`config.mk`:
```
export PLATFORM = sky130hd
export DESIGN_NAME = traffic_light_ctrl_param
export DESIGN_NICKNAME = d
export VERILOG_FILES = /design/src/rtl/traffic_light_ctrl_param.sv
export SDC_FILE = /design/constraint.sdc
export NUM_CORES = 1
export LEC_CHECK = 0
export CORE_AREA = 10 10 60 62
export CTS_BUF_LIST = sky130_fd_sc_hd__clkbuf_4
export DETAILED_ROUTE_END_ITERATION = 12
export DIE_AREA = 0 0 70 72
export PLACE_DENSITY = 0.76
export SETUP_SLACK_MARGIN = 0.1
export SYNTH_ARGS = -nofsm -noshare
export SYNTH_HDL_FRONTEND = slang
export SYNTH_SLANG_ARGS = --single-unit
```
`constraint.sdc`:
```
create_clock -name clk -period 2.1 [get_ports clk]
set_input_delay 0.21 -clock clk [delete_from_list [all_inputs] [get_ports clk]]
set_output_delay 0.21 -clock clk [all_outputs]
set_load 0.1 [all_outputs]
```
`src/rtl/traffic_light_ctrl_param.sv`:
```
// Two-road intersection controller: prescaled phase timing, demand-actuated
// rest-on-green, all-red clearance after each yellow and a flashing-yellow mode.
module traffic_light_ctrl_param #(
  parameter int CNT_W    = 8,
  parameter int TICK_DIV = 1,
  parameter int GREEN_T  = 10,
  parameter int YELLOW_T = 2,
  parameter int ALLRED_T = 1
) (
  input  logic             clk,
  input  logic             rst,
  input  logic             ns_sensor,
  input  logic             ew_sensor,
  input  logic             flash_en,
  output logic [2:0]       NS_light,
  output logic [2:0]       EW_light,
  output logic [CNT_W-1:0] time_left,
  output logic [2:0]       phase
);

  localparam logic [2:0] RST_RED = 3'd0;
  localparam logic [2:0] NS_G    = 3'd1;
  localparam logic [2:0] NS_Y    = 3'd2;
  localparam logic [2:0] RED_A   = 3'd3;
  localparam logic [2:0] EW_G    = 3'd4;
  localparam logic [2:0] EW_Y    = 3'd5;
  localparam logic [2:0] RED_B   = 3'd6;
  localparam logic [2:0] FLASH   = 3'd7;

  localparam logic [2:0] LAMP_R = 3'b100;
  localparam logic [2:0] LAMP_Y = 3'b010;
  localparam logic [2:0] LAMP_G = 3'b001;
  localparam logic [2:0] LAMP_D = 3'b000;

  localparam int PW = (TICK_DIV > 1) ? $clog2(TICK_DIV) : 1;
  localparam logic [PW-1:0]    PRE_LD    = PW'(TICK_DIV - 1);
  localparam logic [PW-1:0]    PRE_ONE   = PW'(1);
  localparam logic [CNT_W-1:0] GREEN_LD  = CNT_W'(GREEN_T - 1);
  localparam logic [CNT_W-1:0] YELLOW_LD = CNT_W'(YELLOW_T - 1);
  localparam logic [CNT_W-1:0] ALLRED_LD = CNT_W'(ALLRED_T - 1);
  localparam logic [CNT_W-1:0] T_ONE     = CNT_W'(1);
  localparam logic [CNT_W-1:0] T_ZERO    = '0;

  logic [2:0]       state, state_next;
  logic [CNT_W-1:0] timer, timer_next;
  logic [PW-1:0]    presc;
  logic             flash_on, flash_next;
  logic             ew_dem, ew_dem_next;
  logic             ns_dem, ns_dem_next;
  logic [2:0]       ns_lamp_next, ew_lamp_next;
  logic             tick, expire;

  assign tick   = (presc == '0);
  assign expire = tick && (timer == T_ZERO);

  always_comb begin
    state_next = state;
    timer_next = (tick && timer != T_ZERO) ? timer - T_ONE : timer;
    flash_next = flash_on;
    case (state)
      RST_RED, RED_A, RED_B: begin
        if (expire) begin
          if (flash_en) begin
            state_next = FLASH;
            timer_next = T_ZERO;
            flash_next = 1'b1;
          end else begin
            state_next = (state == RED_A) ? EW_G : NS_G;
            timer_next = GREEN_LD;
          end
        end
      end
      NS_G: begin
        // Timer sits at 0 while resting on green until the cross road asks.
        if (expire && ew_dem) begin
          state_next = NS_Y;
          timer_next = YELLOW_LD;
        end
      end
      NS_Y: begin
        if (expire) begin
          state_next = RED_A;
          timer_next = ALLRED_LD;
        end
      end
      EW_G: begin
        if (expire && ns_dem) begin
          state_next = EW_Y;
          timer_next = YELLOW_LD;
        end
      end
      EW_Y: begin
        if (expire) begin
          state_next = RED_B;
          timer_next = ALLRED_LD;
        end
      end
      FLASH: begin
        timer_next = T_ZERO;
        if (tick) begin
          if (!flash_en) begin
            state_next = RST_RED;
            timer_next = ALLRED_LD;
          end else begin
            flash_next = ~flash_on;
          end
        end
      end
      default: begin
        state_next = RST_RED;
        timer_next = ALLRED_LD;
      end
    endcase
  end

  // Entering a green clears its request; the clear takes priority over a new set.
  always_comb begin
    if (state_next == EW_G && state != EW_G)
      ew_dem_next = 1'b0;
    else
      ew_dem_next = ew_dem | (ew_sensor && state != EW_G);
    if (state_next == NS_G && state != NS_G)
      ns_dem_next = 1'b0;
    else
      ns_dem_next = ns_dem | (ns_sensor && state != NS_G);
  end

  always_comb begin
    ns_lamp_next = LAMP_R;
    ew_lamp_next = LAMP_R;
    case (state_next)
      NS_G:    ns_lamp_next = LAMP_G;
      NS_Y:    ns_lamp_next = LAMP_Y;
      EW_G:    ew_lamp_next = LAMP_G;
      EW_Y:    ew_lamp_next = LAMP_Y;
      FLASH: begin
        ns_lamp_next = flash_next ? LAMP_Y : LAMP_D;
        ew_lamp_next = flash_next ? LAMP_Y : LAMP_D;
      end
      default: begin
        ns_lamp_next = LAMP_R;
        ew_lamp_next = LAMP_R;
      end
    endcase
  end

  always_ff @(posedge clk or posedge rst) begin
    if (rst) begin
      state    <= RST_RED;
      timer    <= ALLRED_LD;
      presc    <= PRE_LD;
      flash_on <= 1'b0;
      ew_dem   <= 1'b0;
      ns_dem   <= 1'b0;
      NS_light <= LAMP_R;
      EW_light <= LAMP_R;
    end else begin
      state    <= state_next;
      timer    <= timer_next;
      presc    <= tick ? PRE_LD : presc - PRE_ONE;
      flash_on <= flash_next;
      ew_dem   <= ew_dem_next;
      ns_dem   <= ns_dem_next;
      NS_light <= ns_lamp_next;
      EW_light <= ew_lamp_next;
    end
  end

  assign time_left = timer;
  assign phase     = state;

endmodule

```
# After elaboration in Yosys (flattened, before gate mapping)
# Cells that the tools add are included.
# classes
n_addsub	2
eq_ne	14
n_mux	28
bitwise	4
reduce_logical	13
# ops
operator	n
$mux W8	5
$pmux W8 S5	1
$mux W3	9
$eq A3 B3 Y1 const B	7
$pmux W3 S3	2
$pmux W3 S6	1
$eq A3 B2 Y1 const B	3
$logic_and A1 B1 Y1	8
$logic_not A8 Y1	1
$reduce_bool A8 Y1	1
$sub A8 B1 Y8 const B	1
$mux W1	7
$eq A3 B1 Y1 const B	2
$mux W4	1
$logic_not A3 Y1	1
$ne A3 B1 Y1 const B	1
$ne A3 B3 Y1 const B	1
$reduce_or A3 Y1	1
$mux W2	1
$not A1 Y1	2
$or A1 B1 Y1	2
$pmux W1 S2	1
$reduce_or A2 Y1	1
$sub A1 B1 Y1 const B	1
# totals
regBits	21
word_cells	69

# Longest topological paths before layout
# Gate-level depths: netlist of the first run.
# depth
depth_word	8
ltp_mapped	12

# Worst setup path after synthesis of the first run
# Ideal clock, no wire load.
# synth_path
kind	register to register
startpoint	register timer[0], in the netlist time_left[0]
endpoint	register NS_light[2]
arrival_time_ps	2709
slack_ps	-695
path_stages_with_launch	9
n_path_buf	0
period_less_slack_ps	2795
cell_sequence	dfrtp_1 -> inv_1 -> ha_1 -> nor4b_4 -> a21oi_1 -> nor3_1 -> o21ai_2 -> or3b_1 -> a21boi_1
# synth_via
elab_chain_len	7
# synth_lines
element	line	source
from (decl)	45	logic [CNT_W-1:0] timer, timer_next;
from (signal assigned)	159	timer <= timer_next;
$logic_not A8 Y1 (*)	54	assign expire = tick && (timer == T_ZERO);
$logic_and A1 B1 Y1 (*)	54	
$logic_and A1 B1 Y1 (on tied branches)	87, 75	
$mux W3 (on tied branches)	87, 75	
$pmux W3 S6 (*)	60	case (state)
via state_next[1]	44	logic [2:0] state, state_next;
$eq A3 B3 Y1, or another cell as far along	131	case (state_next)
$pmux W3 S3 (*)	131	
via ns_lamp_next[2]	50	logic [2:0] ns_lamp_next, ew_lamp_next;
to (signal assigned)	164	NS_light <= ns_lamp_next;
to (decl)	15	output logic [2:0] NS_light,
# The timed path passes the listed nets; every way through them passes the cells marked *.

# Worst setup path in the final report of the first run
# layout_path
startpoint	register timer[1], in the netlist time_left[1]
endpoint	register NS_light[2]
# The elaborated chain is that of the path after synthesis.

==> impl_metrics.ini, run 1 <==
[yosys]
synth-edff-count = 0
synthArstFlopShare = 1.00
synth_fp_nets = 130
netlist_area_before_placement_mm2 = 0.00115
synth_warn = 0
distinct_cell_type_count_after_synthesis = 39
yosys_most_used_dff = dfrtp_1
synthesized_instance_count = 122
syn_avg_cell_area_um2 = 9.41
synth_sequential_area_ratio = 0.438
ys_seq_elements = 20

[placement]
detailedPlacementHpwl_mm = 2.26
port_buffers = 21
routabilityCongestion = 0.844
place_worst_setup_slack_ps = -35.6

[grt]
number_of_global_route_vias_before_repair = 1111
wire_length_of_the_first_global_routing_pass_mm = 5.06
grt_remaining_overflow = 0
gr-usage-all-layers = 0.118
grt_start_max_net_pins = 19
antenna_found_initial = 0

[clock_tree]
tritoncts.num_buffers = 3
max_root_sink_buffers = 2
clk_root_buffer_cell = clkbuf_4
cts.htree.levels = 1
clk_latency_ps = 300
clk_transition_reported_paths_ps = 120
cts_sinks = 20
cts_tree = done

[layout]
drive_gt1_frac = 0.482
finish.utilization = 0.677
nFillCells = 200
register_area_um2 = 522
antenna_cells = 0
area.growth.synth_to_final_pct = 43.4
multiInputGateArea_um2 = 647
nets = 175

[floorplanning]
die_height_um = 72
fp.dieW_um = 70
die_area_mm2 = 0.00504
number_of_cell_rows = 18
floorplan.core_area_mm2 = 0.00243
floorplan.initialDensity = 0.472
design.portCount = 22

[critical_path]
endpoint_kind = flop
worst-setup-path-type = flop to flop
critical_path.startpoint_type = flop
rr_worst_depth = 10
r2r_setup_slk_ps = -6
cp.required_ps = 2330
data_arrival_time_of_the_worst_path_ps = 2340
r2r_end = NS_light[2]
worstPathMaxFanout = 7
crit-reg2reg-launch = time_left[1]

[timing]
timing.hold.ws_ps = 301
maxSlewHeadroom = 0.542
max_freq_ghz = 0.475
max_slew.worst_pin.slew_ps = 686
slew_violations = 0
hold_violations = 0
layout_min_cycle_time_ps = 2110
finalWorstSetupSlack_ps = -6.43
finClkSkew_ps = 6.73
grt_setup_unrepaired = yes
fin_crit_sh = 1.00
finalSetupViolations = 1

[detailed_routing]
drt_iter0_drc = 56
firstDrtPassIters = 4
routed_wirelength_normalized_by_instance_count_um = 14.9
drc = 0
antenna_violating_nets_post_route = 0
vias = 1104
totalWireLength_mm = 2.93
routed_via_density = 5.63

[hold_path]
worstHoldPathType = input port to async pin

[run]
drv_cap = 0

[run_status]
violations = negative setup slack
status = complete, but fails checks
## how the worst max path moves through the flow
stage | startpoint | endpoint | slack [ps] | cells past startpoint
2_1_floorplan | time_left[0] | time_left[0] | -200 | 12
3_3_place_gp | time_left[1] | time_left[0] | 30 | 12
3_5_place_dp | time_left[1] | time_left[0] | -40 | 12
4_1_cts | time_left[1] | time_left[0] | -20 | 12
5_1_grt | time_left[0] | NS_light[2] | -80 | 9
6_report | time_left[1] | NS_light[2] | -6 | 10
## synth_stat cells, drive strengths merged (2+ instances only)
library cell | number | area [um^2]
o21ai | 6 | 33.8
clkbuf | 2 | 7.51
ha | 3 | 37.5
dfrtp | 18 | 450
buf | 2 | 18.8
dfstp | 2 | 52.6
nand2 | 4 | 15.0
nor3 | 13 | 70.1
o31ai | 2 | 15.0
xnor2 | 3 | 26.3
nor2 | 9 | 33.8
or3 | 2 | 12.5
a31oi | 5 | 46.3
a21oi | 17 | 85.1
inv | 12 | 50.1
nor3b | 2 | 15.0
nand3 | 4 | 20.0
## placed cells by master, fill, tap and decap left out, drive strengths merged, types with 2 or more instances in the layout
cell type / netlist / routed
buf: 2 / 40
dfrtp: 18 / 18
a21oi: 17 / 17
nor3: 13 / 13
inv: 12 / 12
nor2: 9 / 9
o21ai: 6 / 6
a31oi: 5 / 5
nand2: 4 / 4
nand3: 4 / 4
clkdlybuf4s50: 0 / 4
xnor2: 3 / 3
clkbuf: 2 / 3
ha: 3 / 3
dfstp: 2 / 2
or3: 2 / 2
nor3b: 2 / 2
o31ai: 2 / 2
## kinds of logic (layout without fill, tap and decap cells)
family	Yosys count	count (layout)	synth area share
DFF	20	20	0.438
AOI/OAI and AO/OA	37	37	0.221
adders and majority gates	3	3	0.0327
xor gates and xnor gates	4	4	0.0305
and+or+nand+nor	42	42	0.211
buffers and inverters	16	60	0.0665
## layer usage
metal | part of all wire | wire length, um | vias up | GRT usage
met5 | 0 | 0 | - | 0
met4 | 0.0099 | 29 | 0 | 0.0395
met3 | 0.064 | 188 | 6 | 0.0313
met2 | 0.49 | 1430 | 35 | 0.209
met1 | 0.44 | 1280 | 531 | 0.133
li1 | - | - | 532 | -
## cell type report
class,instances,share of cell area
Timing Repair Buffer,44,0.217
Tap cell,30,0.0228
Clock buffer,3,0.0137
Multi-Input combinational cell,86,0.393
Clock inverter,1,0.00228
Inverter,12,0.0350
Sequential cell,20,0.317
## sequential cells by signal, indices dropped and copies added, names as in the netlist
signal     count
time_left      8
EW_light       3
NS_light       3
flash_on       1
ns_dem         1
phase          3
ew_dem         1
## worst max-delay path, stage by stage, from the launching register on
cell,delay (ps)
dfrtp_4,510
inv_4,70
ha_4,120
nor4b_4,200
and2_4,190
buf_12,120
inv_8,40
o22ai_4,120
a31oi_4,130
or3b_4,400
a21boi_1,140
## what timing repair did
action | CTS | global route
gates resized for setup | 11 | 2
hold buffers | 0 | 0
pin swaps | 5 | 4
endpoints found under the setup margin | 6 | 8
setup buffers | 2 | 0
## through the flow
stage	std cells	cell area (um^2)	TNS, ps
2_1_floorplan	122	1200	-575
3_3_place_gp	190	1550	0
3_5_place_dp	190	1550	-55.1
4_1_cts	196	1640	-28.6
5_1_grt	196	1650	-284
6_report	196	1650	-6.43
Power of run 1 is not shown: default switching activity piles up to over one toggle a cycle in this logic, so the estimate is an artifact.
==> run 2, diff against run 1 <==
--- a/config.mk
+++ b/config.mk
@@ -5,10 +5,10 @@
 export SDC_FILE = /design/constraint.sdc
 export NUM_CORES = 1
 export LEC_CHECK = 0
-export CORE_AREA = 10 10 60 62
+export CORE_AREA = 2 2 52 54
 export CTS_BUF_LIST = sky130_fd_sc_hd__clkbuf_4
 export DETAILED_ROUTE_END_ITERATION = 12
-export DIE_AREA = 0 0 70 72
+export DIE_AREA = 0 0 54 56
 export PLACE_DENSITY = 0.76
 export SETUP_SLACK_MARGIN = 0.1
 export SYNTH_ARGS = -nofsm -noshare
==> impl_metrics.ini, run 2 (same netlist as run 1, synthesis figures left out) <==
[run_status]
status = completed

[layout]
final_common_cell = buf_4
nets = 177
antenna_cells = 0
commonest_cells_after_routing_fill_and_taps_aside = buf_4, a21oi_1, nor3_1, dfrtp_2
area.growth.synth_to_final_pct = 47.6
drive_gt1_frac = 0.506
register_area_um2 = 522
nFillCells = 187
number_of_flip_flops_in_the_largest_register = 8
multiInputGateArea_um2 = 666

[detailed_routing]
routed_wirelength_normalized_by_instance_count_um = 14.4
antenna_violating_nets_post_route = 0
vias = 1092
routed_via_density = 5.52
firstDrtPassIters = 4
drc = 0
totalWireLength_mm = 2.85
drt_iter0_drc = 17

[timing]
slew_violations = 0
max_slew.worst_pin.slew_ps = 471
hold_violations = 0
finalSetupViolations = 0
grt_setup_unrepaired = yes
max_freq_ghz = 0.483
layout_min_cycle_time_ps = 2070
fin_crit_sh = 0.986
finClkSkew_ps = 4.74
timing.hold.ws_ps = 209
maxSlewHeadroom = 0.686
timing.setup.tns_ps = 0

[clock_tree]
clk_latency_ps = 310
clk_root_buffer_cell = clkbuf_4
cts_hold_repair.buffers = 0
cts_sinks = 20
cts_tree = done
tritoncts.num_buffers = 3
cts.htree.levels = 1
clk_transition_reported_paths_ps = 120
max_root_sink_buffers = 2

[floorplanning]
design.portCount = 22
die_area_mm2 = 0.00302
floorplan.core_area_mm2 = 0.00243
fp.dieW_um = 54
die_height_um = 56
number_of_cell_rows = 18
floorplan.initialDensity = 0.472

[critical_path]
worstPathMaxFanout = 4
worst-setup-path-type = flop to flop
cp.required_ps = 2350
critical_path.startpoint_type = flop
endpoint_kind = flop
data_arrival_time_of_the_worst_path_ps = 2320

[grt]
number_of_global_route_vias_before_repair = 1074
wire_length_of_the_first_global_routing_pass_mm = 4.67
gr-usage-all-layers = 0.213
grt_start_max_net_pins = 21
grt_remaining_overflow = 0
antenna_found_initial = 0

[placement]
detailedPlacementHpwl_mm = 1.99
routabilityCongestion = 0.846
port_buffers = 21

[run]
drv_cap = 0

[hold_path]
worstHoldPathType = input port to async pin
-- run 2: routing by layer --
layer  vias up  global-route usage  wire (um)
met2        31               0.345       1420
met4         0               0.104         77
li1        533                   -          -
met5         -                   0          0
met1       522               0.264       1240
met3         6              0.0376        114
-- run 2: timing repair --
item,in CTS,in global routing
cloned,0,0
endpoints found under the setup margin,8,7
gates resized for setup,10,8
setup buffers,6,0
pin swaps,9,7
-- run 2: path summary, 6_finish.rpt --
path | from | end | slack, ps | depth (start not counted)
hold reg to reg | ns_dem | ns_dem | 570 | 2
min in group clk | ns_sensor | ns_dem | 480 | 3
max in group asynchronous | rst | NS_light[2] | 1620 | 3
setup / recovery | time_left[0] | NS_light[2] | 30 | 9
hold / removal | rst | time_left[5] | 210 | 3
setup reg to reg | time_left[0] | NS_light[2] | 30 | 9
-- run 2: critical path, cell delays in order, from the launching register on --
cell	delay [ps]
dfrtp_4	510
inv_4	70
ha_4	120
nor4b_4	200
buf_4	170
a21oi_2	90
o22ai_4	180
a31oi_4	130
or3b_1	390
a21boi_1	140
-- run 2: stage by stage --
stage	utilization	std cells	instance area (um^2)	setup WS (ps)
finish	0.697	198	1700	28.6
global route	0.697	198	1700	-61.8
CTS	0.683	198	1660	18.2
detailed placement	0.630	189	1530	-77.4
global placement	0.630	189	1530	24.0
floorplan	-	122	1200	-197
-- run 2: cell type report --
| type | instances | area share |
|---|---|---|
| Timing Repair Buffer | 46 | 0.214 |
| Clock inverter | 1 | 0.0177 |
| Inverter | 12 | 0.0325 |
| Clock buffer | 3 | 0.0133 |
| Multi-Input combinational cell | 86 | 0.393 |
| Sequential cell | 20 | 0.308 |
| Tap cell | 30 | 0.0221 |
Power of run 2 is left out for the same reason.
==> run 3, diff against run 2 <==
--- a/config.mk
+++ b/config.mk
@@ -5,11 +5,10 @@
 export SDC_FILE = /design/constraint.sdc
 export NUM_CORES = 1
 export LEC_CHECK = 0
-export CORE_AREA = 2 2 52 54
+export CORE_AREA = 2 2 65 67
 export CTS_BUF_LIST = sky130_fd_sc_hd__clkbuf_4
 export DETAILED_ROUTE_END_ITERATION = 12
-export DIE_AREA = 0 0 54 56
-export PLACE_DENSITY = 0.76
+export DIE_AREA = 0 0 67 69
 export SETUP_SLACK_MARGIN = 0.1
 export SYNTH_ARGS = -nofsm -noshare
 export SYNTH_HDL_FRONTEND = slang
==> impl_metrics.ini, run 3 (same netlist as run 1, synthesis figures left out) <==
[run_status]
status = complete, but fails checks
violations = negative setup slack

[critical_path]
endpoint_kind = flop
worstPathMaxFanout = 6
critical_path.startpoint_type = flop
rr_worst_depth = 9
worst-setup-path-type = flop to flop
cp.required_ps = 2340
data_arrival_time_of_the_worst_path_ps = 2380

[floorplanning]
floorplan.initialDensity = 0.293
die_height_um = 69
die_area_mm2 = 0.00462
floorplan.core_area_mm2 = 0.00391
design.portCount = 22
number_of_cell_rows = 23
fp.dieW_um = 67

[timing]
max_freq_ghz = 0.468
fin_crit_sh = 1.02
slew_violations = 0
hold_violations = 0
finalWorstSetupSlack_ps = -37.7
grt_setup_unrepaired = yes
timing.setup.tns_ps = -37.7
max_slew.worst_pin.slew_ps = 438
finClkSkew_ps = 8.02
finalSetupViolations = 1
maxSlewHeadroom = 0.708
layout_min_cycle_time_ps = 2140

[grt]
gr-usage-all-layers = 0.134
wire_length_of_the_first_global_routing_pass_mm = 4.85
antenna_found_initial = 0
grt_remaining_overflow = 0
grt_start_max_net_pins = 21
number_of_global_route_vias_before_repair = 1051

[clock_tree]
cts_hold_repair.buffers = 0
cts.htree.levels = 1
cts_tree = done
cts_sinks = 20
clk_latency_ps = 300
clk_root_buffer_cell = clkbuf_4
clk_transition_reported_paths_ps = 120
max_root_sink_buffers = 2
tritoncts.num_buffers = 3

[detailed_routing]
antenna_violating_nets_post_route = 0
firstDrtPassIters = 4
totalWireLength_mm = 2.88
drc = 0
drt_iter0_drc = 49
routed_via_density = 5.12
vias = 1101
routed_wirelength_normalized_by_instance_count_um = 13.4

[layout]
drive_gt1_frac = 0.467
number_of_flip_flops_in_the_largest_register = 8
area.growth.synth_to_final_pct = 45.5
antenna_cells = 0
nFillCells = 406
multiInputGateArea_um2 = 633
register_area_um2 = 522
final_common_cell = buf_4
commonest_cells_after_routing_fill_and_taps_aside = buf_4, a21oi_1, nor3_1
nets = 174
finish.utilization = 0.427

[placement]
detailedPlacementHpwl_mm = 2.15
place_worst_setup_slack_ps = -63.2
port_buffers = 21
routabilityCongestion = 0.803

[hold_path]
worstHoldPathType = input port to async pin

[run]
drv_cap = 0
run 3: cell types whose count changed in the layout (fill, tap and decap cells not counted), sizes merged:
cell,before,now
buf,42,39
run 3: through the flow:
stage / std cells / hold WS, ps / area, um^2
6_report: 215 / 212 / 1670
3_3_place_gp: 206 / 531 / 1530
4_1_cts: 214 / 215 / 1650
2_1_floorplan: 122 / 172 / 1200
3_5_place_dp: 206 / 546 / 1530
5_1_grt: 215 / 235 / 1670
run 3: worst max-delay path, cell delays in order (launching register included):
cell and delay, ps:
dfrtp_4 510, inv_4 70, ha_4 130, nor4b_4 190, buf_4 180, a21oi_1 60, o21ai_1 180, o211ai_2 190
or3b_4 440, a21boi_1 140
run 3: final cells by class:
cell class	instances	share of cell area
Multi-Input combinational cell	86	0.379
Sequential cell	20	0.312
Timing Repair Buffer	43	0.206
Tap cell	50	0.0374
Inverter	12	0.0344
Clock inverter	1	0.0180
Clock buffer	3	0.0135
run 3: path summary, 6_finish.rpt:
path	start	endpoint	slack [ps]
max reg2reg	time_left[0]	NS_light[2]	-40
max	time_left[0]	NS_light[2]	-40
min reg2reg	ew_dem	ew_dem	580
min in group clk	ns_sensor	ns_dem	490
max in group asynchronous	rst	NS_light[2]	1620
min	rst	flash_on	210
run 3: repair_timing:
item / 4_1_cts / 5_1_grt
pin swaps: 7 / 7
resized for setup: 8 / 4
buffers inserted: 4 / 1
endpoints found under the setup margin: 5 / 9
run 3: layer usage:
layer  wire [um]  track usage
met2        1460        0.221
met3         130       0.0375
met1        1250        0.171
met4          38       0.0317
met5           0            0
Power of run 3 is left out for the same reason.
